File: config.mk
export PLATFORM = sky130hd
export DESIGN_NAME = data_bus_arbiter
export DESIGN_NICKNAME = d
export VERILOG_FILES = /design/src/rtl/data_bus_arbiter.sv
export SDC_FILE = /design/constraint.sdc
export NUM_CORES = 1
export LEC_CHECK = 0
export CORE_AREA = 5 5 116 118
export DETAILED_ROUTE_END_ITERATION = 10
export DIE_AREA = 0 0 121 123
export GPL_TIMING_DRIVEN = 0
export PLACE_DENSITY = 0.65
export SYNTH_ARGS = -nofsm -noshare
export SYNTH_HDL_FRONTEND = slang
export SYNTH_SLANG_ARGS = --single-unit
File: constraint.sdc
create_clock -name clk -period 2.2 [get_ports clk]
set_input_delay 0.44 -clock clk [delete_from_list [all_inputs] [get_ports clk]]
set_output_delay 0.44 -clock clk [all_outputs]
set_load 0.005 [all_outputs]
File: src/rtl/data_bus_arbiter.sv
// Two-requester arbiter in front of one shared slave, with a grant watchdog and a one-cycle cooldown.
// Define DATA_BUS_ARB_RR_EN for round-robin on simultaneous requests; the default is fixed priority to requester 0.
module data_bus_arbiter #(
    parameter int TIMEOUT_CYCLES = 255
) (
    input  logic        clk,
    input  logic        rst_n,
    input  logic [31:0] m0_addr,
    input  logic        m0_read,
    input  logic        m0_write,
    input  logic [2:0]  m0_memType,
    input  logic [31:0] m0_dataOut,
    output logic [31:0] m0_dataIn,
    output logic        m0_ready,
    input  logic [31:0] m1_addr,
    input  logic        m1_read,
    input  logic        m1_write,
    input  logic [2:0]  m1_memType,
    input  logic [31:0] m1_dataOut,
    output logic [31:0] m1_dataIn,
    output logic        m1_ready,
    output logic [31:0] s_addr,
    output logic        s_read,
    output logic        s_write,
    output logic [2:0]  s_memType,
    output logic [31:0] s_dataOut,
    input  logic [31:0] s_dataIn,
    input  logic        s_ready,
    output logic [1:0]  grant,
    output logic        timeout
);

    localparam int CNT_W = $clog2(TIMEOUT_CYCLES + 1);
    localparam logic [CNT_W-1:0] CNT_LAST = CNT_W'(TIMEOUT_CYCLES - 1);

    typedef enum logic [1:0] {IDLE, GRANT0, GRANT1, COOLDOWN} state_t;

    state_t           state;
    logic [CNT_W-1:0] wd_cnt;
    logic             m0_req;
    logic             m1_req;
    logic             own_req;
    logic             pick1;

    assign m0_req  = m0_read | m0_write;
    assign m1_req  = m1_read | m1_write;
    assign own_req = (state == GRANT1) ? m1_req : m0_req;

`ifdef DATA_BUS_ARB_RR_EN
    // rr_ptr names the requester favoured on the next tie
    logic rr_ptr;
    assign pick1 = m1_req & (~m0_req | rr_ptr);

    always_ff @(posedge clk or negedge rst_n) begin
        if (!rst_n) begin
            rr_ptr <= 1'b0;
        end else if (state == IDLE && (m0_req || m1_req)) begin
            rr_ptr <= ~pick1;
        end
    end
`else
    assign pick1 = m1_req & ~m0_req;
`endif

    // Watchdog aborts in the cycle the grant has lasted TIMEOUT_CYCLES cycles; s_ready wins that tie
    always_ff @(posedge clk or negedge rst_n) begin
        if (!rst_n) begin
            state   <= IDLE;
            wd_cnt  <= '0;
            timeout <= 1'b0;
        end else begin
            timeout <= 1'b0;
            case (state)
                IDLE: begin
                    if (m0_req || m1_req) begin
                        state  <= pick1 ? GRANT1 : GRANT0;
                        wd_cnt <= '0;
                    end
                end
                GRANT0, GRANT1: begin
                    if (s_ready || !own_req) begin
                        state <= COOLDOWN;
                    end else if (wd_cnt == CNT_LAST) begin
                        state   <= COOLDOWN;
                        timeout <= 1'b1;
                    end else begin
                        wd_cnt <= wd_cnt + CNT_W'(1);
                    end
                end
                default: state <= IDLE;
            endcase
        end
    end

    always_comb begin
        s_addr    = '0;
        s_read    = 1'b0;
        s_write   = 1'b0;
        s_memType = '0;
        s_dataOut = '0;
        grant     = 2'b00;
        m0_ready  = 1'b0;
        m1_ready  = 1'b0;
        if (state == GRANT0) begin
            s_addr    = m0_addr;
            s_read    = m0_read;
            s_write   = m0_write;
            s_memType = m0_memType;
            s_dataOut = m0_dataOut;
            grant     = 2'b01;
            m0_ready  = s_ready;
        end else if (state == GRANT1) begin
            s_addr    = m1_addr;
            s_read    = m1_read;
            s_write   = m1_write;
            s_memType = m1_memType;
            s_dataOut = m1_dataOut;
            grant     = 2'b10;
            m1_ready  = s_ready;
        end
    end

    assign m0_dataIn = s_dataIn;
    assign m1_dataIn = s_dataIn;

endmodule
After elaboration in Yosys (flattened, before gate mapping). Index checks and enable logic that the tools add are counted.

Divide/modulo/power cells: 0. Magnitude comparators: 0. Equal/unequal tests: 7. Muxes and demuxes: 28. Shifts and indexed selects: 0. Multipliers: 0. Add/subtract/negate cells: 1. Bitwise logic cells: 4. Reductions and logical operators: 8.

Operators with widths (number): 2-to-1 mux 32 bit (4); 2-to-1 mux 8 bit (3); one-hot mux 8 bit (2 select lines) (1); 2-to-1 mux 2 bit (6); 2-to-1 mux 1 bit (11); adder 8 x 1 -> 8 bit (second input constant) (1); == test 8 bit (second input constant) (1); 2-to-1 mux 3 bit (2); inequality test 2 bit (second input constant) (3); one-hot mux 2 bit (2 select lines) (1); AND reduction 4 bit (1); inequality test 3 bit (second input constant) (1); == test 2 x 1 -> 1 bit (second input constant) (1); == test 2 bit (second input constant) (1); logical NOT 2 bit (1); logical OR 1 bit (2); OR 1 bit (2); AND reduction 2 bit (1); nonzero test 2 bit (1); OR reduction 2 bit (1); AND 1 bit (1); logical NOT 1 bit (1); inverter 1 bit (1).

Output and inout bits: 138. Flip-flop bits (word level): 11. Latch bits: 0. Memory bits (writable): 0. Word-level logic and storage cells: 51. Memory bits (read-only): 0. Memories kept: 0. Input bits: 173.

Logic depth before layout (Yosys ltp).
Depth after elaboration: 6. Depth in mapped cells: 6. Mapped depth without buffers: 6.

Worst setup path before layout. No wires, ideal clock.

Path type: register to output. Start point: register state[0]. End point: output port s_addr[10]. Path buffers: 2. Cell stages (with the launch flop): 7. Path slack: 136 ps. Required time: 1760 ps. Arrival: 1624 ps. Cell sequence: dfrtp_1 > inv_1 > ha_1 > nor2b_1 > clkbuf_1 > buf_2 > a22o_1.

Cells in the longest elaborated chain, start to end: 3. Elaborated cells on any way between the ends: 4. Those cells by class: eq/ne (2); mux (2).

Ends and longest elaborated chain: start, declared (line 38) `state_t state;`; start signal, assigned (line 76) `state <= pick1 ? GRANT1 : GRANT0;`; == test 2 bit (line 112) `end else if (state == GRANT1) begin`; 2-to-1 mux 32 bit (line 112); 2-to-1 mux 32 bit (*) (line 104) `if (state == GRANT0) begin`; end, declared (line 22) `output logic [31:0] s_addr,`.

Every way passes the cells marked *; elsewhere a longest branch is shown, timed or not.

Worst setup path after layout.
Start point: register state[1]. End point: output port s_addr[22].

Same word-level chain as after synthesis.

==> summary.txt <==
Hold path
  • Tightest Hold Check Type: reg2reg

Placed design
  • DP Wirelength: 12200 um
  • Post-placement cell area: 4930 um2
  • RD Place Congestion: 0.858
  • PortBufs: 278
  • Placed Cells: 685

Power and ir drop
  • Max rail drop VDD: 0.000471 V
  • Switching power: 1840 uW
  • Power density cells: 892 nW/um2
  • Sw Share: 39.6%
  • Cell Int Power: 2810 uW
  • Combinational share of power: 84.9%
  • Lkg Pwr: 0.00240 uW
  • Total power: 4660 uW
  • Clk pwr share: 7.3%
  • Flop pwr share: 7.8%

Yosys
  • Synthesis-stage register bit count: 11
  • Leading post-synthesis cells by cell area: a22o_1, buf_4, dfrtp_1, ha_1, clkbuf_1
  • Sequential share of the synthesized area: 14.2%
  • Synth async-reset ratio: 100%
  • Syn. warnings: 0
  • Syn_nets: 415
  • Primary FF master, synth: dfrtp_1
  • Number of synthesized flops with an enable pin: 0
  • Mean Syn Cell Area: 8.23 um2
  • Top-area cell type share of the netlist area: 29.9%
  • Cells after synthesis: 235
  • Unique masters post-synth: 36
  • Mapped cell area: 1930 um2
  • Synth area leader: a22o_1

STA
  • Fmax: 447 MHz
  • Tcrit/Tclk final: 102%
  • Final Hold Fails: 0
  • Max Slew Vio Count: 0
  • Clk_skew: 0.00377 ns
  • Setup Viol. Count Final: 22
  • Crit path time final: 2.24 ns
  • RSZ-0062 raised after global routing: true
  • Slew @ Worst Pin: 0.516 ns
  • Setup ws final: -0.0366 ns
  • Post-route setup TNS: -0.311 ns
  • Relative slew slack: 65.5%

Clock tree
  • Cts bufs inserted: 3
  • Clk sink count: 11
  • Clk buf depth: 2
  • # hold bufs at CTS: 0
  • Root buffer cell: clkbuf_16
  • Worst-Skew Late Latency: 0.24 ns
  • CTS clk-pin slew, worst paths: 0.04 ns
  • CTS tree: built
  • H-tree depth: 1

Worst setup path
  • Worst Path Max Fanout: 7
  • CP startpoint kind: flop
  • Slowest-stage cell, CP: dfrtp_2
  • Buf/Inv on CP: 5
  • CP peak stage delay: 0.43 ns
  • Crit path cell chain: buf_12 > ha_4 > nor2b_4 > buf_8 > buf_8 > buf_12 > a22o_1 > buf_2
  • Worst EP arrival: 1.80 ns
  • Largest delay share family, worst path: buffers and inverters
  • WS Path Type: reg2out
  • CP required: 1.76 ns
  • CP endpoint kind: primary output

Drt
  • First-iteration detailed-routing DRC count: 120
  • Antenna-violating nets left: 0
  • Mean routed wirelength per cell: 19.8 um
  • Number of remaining DRC errors: 0
  • Number of iterations in the first detailed-routing pass: 4
  • Routed WL: 14100 um
  • Via count: 3024
  • Drt via density: 4.24

Cells and area
  • Fillers: 1255
  • Synth-to-Final Area Change: 170%
  • Final Cell Area: 5220 um2
  • Final Non-Filler Cells: 713
  • Nets@finish: 721
  • Ratio of cells with drive above 1 in the final layout: 30.7%

Floorplanning
  • Row Count: 41
  • I/O Pins: 311
  • Die Span Y: 123 um
  • Starting Density: 15.6%
  • Die area: 14900 um2
  • Core area: 12400 um2
  • DIE WIDTH: 121 um

GRT
  • Largest net degree at the start of global routing: 12
  • Vias in the first global route: 3008
  • GR Util All Layers: 17.0%
  • First-pass GRT wire length: 19200 um
  • Global route overflow: 0
  • Initial antenna violation count: 6

Job
  • Max Cap Viol: 0

Run status
  • Run status: finished, violations left
  • Failing checks: setup timing
==> cell usage in the layout (no fill, tap or decap), types with 2 or more instances in the layout <==
cell type,netlist,routed
mux2_2,2,2
buf_4,64,77
nand2b_1,2,2
inv_1,6,4
clkbuf_1,13,2
nor2_1,6,6
o311ai_0,2,2
nand3_1,3,3
buf_12,0,2
clkbuf_2,0,5
buf_6,0,10
clkbuf_16,0,7
nand4_1,3,3
a41oi_1,2,2
and4_1,2,2
a22o_1,66,66
buf_8,0,3
clkdlybuf4s50_1,0,207
nor4_1,2,2
dfrtp_1,11,9
o21ai_0,6,5
dlygate4sd2_1,0,25
a21oi_1,2,2
a31oi_1,5,5
ha_4,0,2
ha_1,7,5
clkbuf_8,0,6
dfrtp_2,0,2
buf_2,3,39
nand2_1,11,11
==> final timing paths <==
| check | startpoint | endpoint | slack [ns] | cells after the start |
|---|---|---|---|---|
| worst max register to register | state[1] | wd_cnt[1] | 0.04 | 8 |
| min in group asynchronous | rst_n | wd_cnt[6] | 0.54 | 1 |
| max in group asynchronous | rst_n | state[0] | 1.28 | 1 |
| worst min-delay path | wd_cnt[5] | wd_cnt[5] | 0.50 | 1 |
| worst min register to register | wd_cnt[5] | wd_cnt[5] | 0.50 | 1 |
| worst max-delay path | state[1] | s_addr[22] | -0.04 | 8 |
==> through the flow <==
| step | setup slack, ns | hold slack [ns] | util (%) |
|---|---|---|---|
| 6_report | -0.0366 | 0.501 | 42.2 |
| 3_5_place_dp | -0.942 | 0.487 | 39.9 |
| 5_1_grt | -0.0743 | 0.503 | 42.2 |
| 2_1_floorplan | 0.136 | 0.144 | - |
| 4_1_cts | -0.0838 | 0.498 | 42.3 |
| 3_3_place_gp | -0.919 | 0.481 | 39.9 |
==> flip-flops by register name (all words and copies together) (netlist names) <==
signal,flops
wd_cnt,8
state,2
timeout,1
==> power by group through the flow <==
stage	clock (uW)	combinational (uW)	sequential (uW)
after floorplan	0	1590	333
after global placement	0	3650	347
after detailed placement	0	3680	351
after CTS	347	3980	360
after global routing	358	4230	371
final	339	3950	362
==> cell type report <==
type	count	area, um2	share of cell area [%]
Timing Repair Buffer	301	2760	52.9
Sequential cell	11	278	5.32
Multi-Input combinational cell	138	1130	21.7
Inverter	6	25.0	0.479
Tap cell	172	215	4.12
Buffer	80	731	14.0
Clock buffer	4	78.8	1.51
Antenna cell	1	2.50	0.0479
==> synthesized netlist by cell type (3+ instances only) <==
library cell / n
buf_2: 3
buf_4: 64
nand4_1: 3
nor2_1: 6
clkbuf_1: 13
nand2_1: 11
a22o_1: 66
nand3_1: 3
o21ai_0: 6
inv_1: 6
a31oi_1: 5
dfrtp_1: 11
ha_1: 7
==> cell families (layout without fill, tap and decap cells) <==
logic type | Yosys count | after routing | share of synthesized area, %
muxes | 4 | 4 | 2.46
other | 0 | 1 | 0
AOI/OAI and AO/OA | 92 | 92 | 40.1
buffers and inverters | 86 | 391 | 29.3
DFF | 11 | 11 | 14.2
and+or+nand+nor | 35 | 35 | 9.32
adders and majority gates | 7 | 7 | 4.53
==> what timing repair did <==
action / in CTS / in global routing
endpoints found under the setup margin: 72 / 45
buffers inserted: 20 / 2
gates cloned: 1 / 0
resized for setup: 262 / 14
pin swaps: 8 / 5
==> metal layers <==
metal / up-vias / wire length (um) / global-route usage (%)
met4: 10 / 268 / 3.90
met2: 139 / 7270 / 30.6
met1: 1409 / 5310 / 19.8
li1: 1441 / - / -
met3: 25 / 1200 / 5.17
met5: - / 68 / 0
No activity file was read; power rests on OpenSTA's default activity.
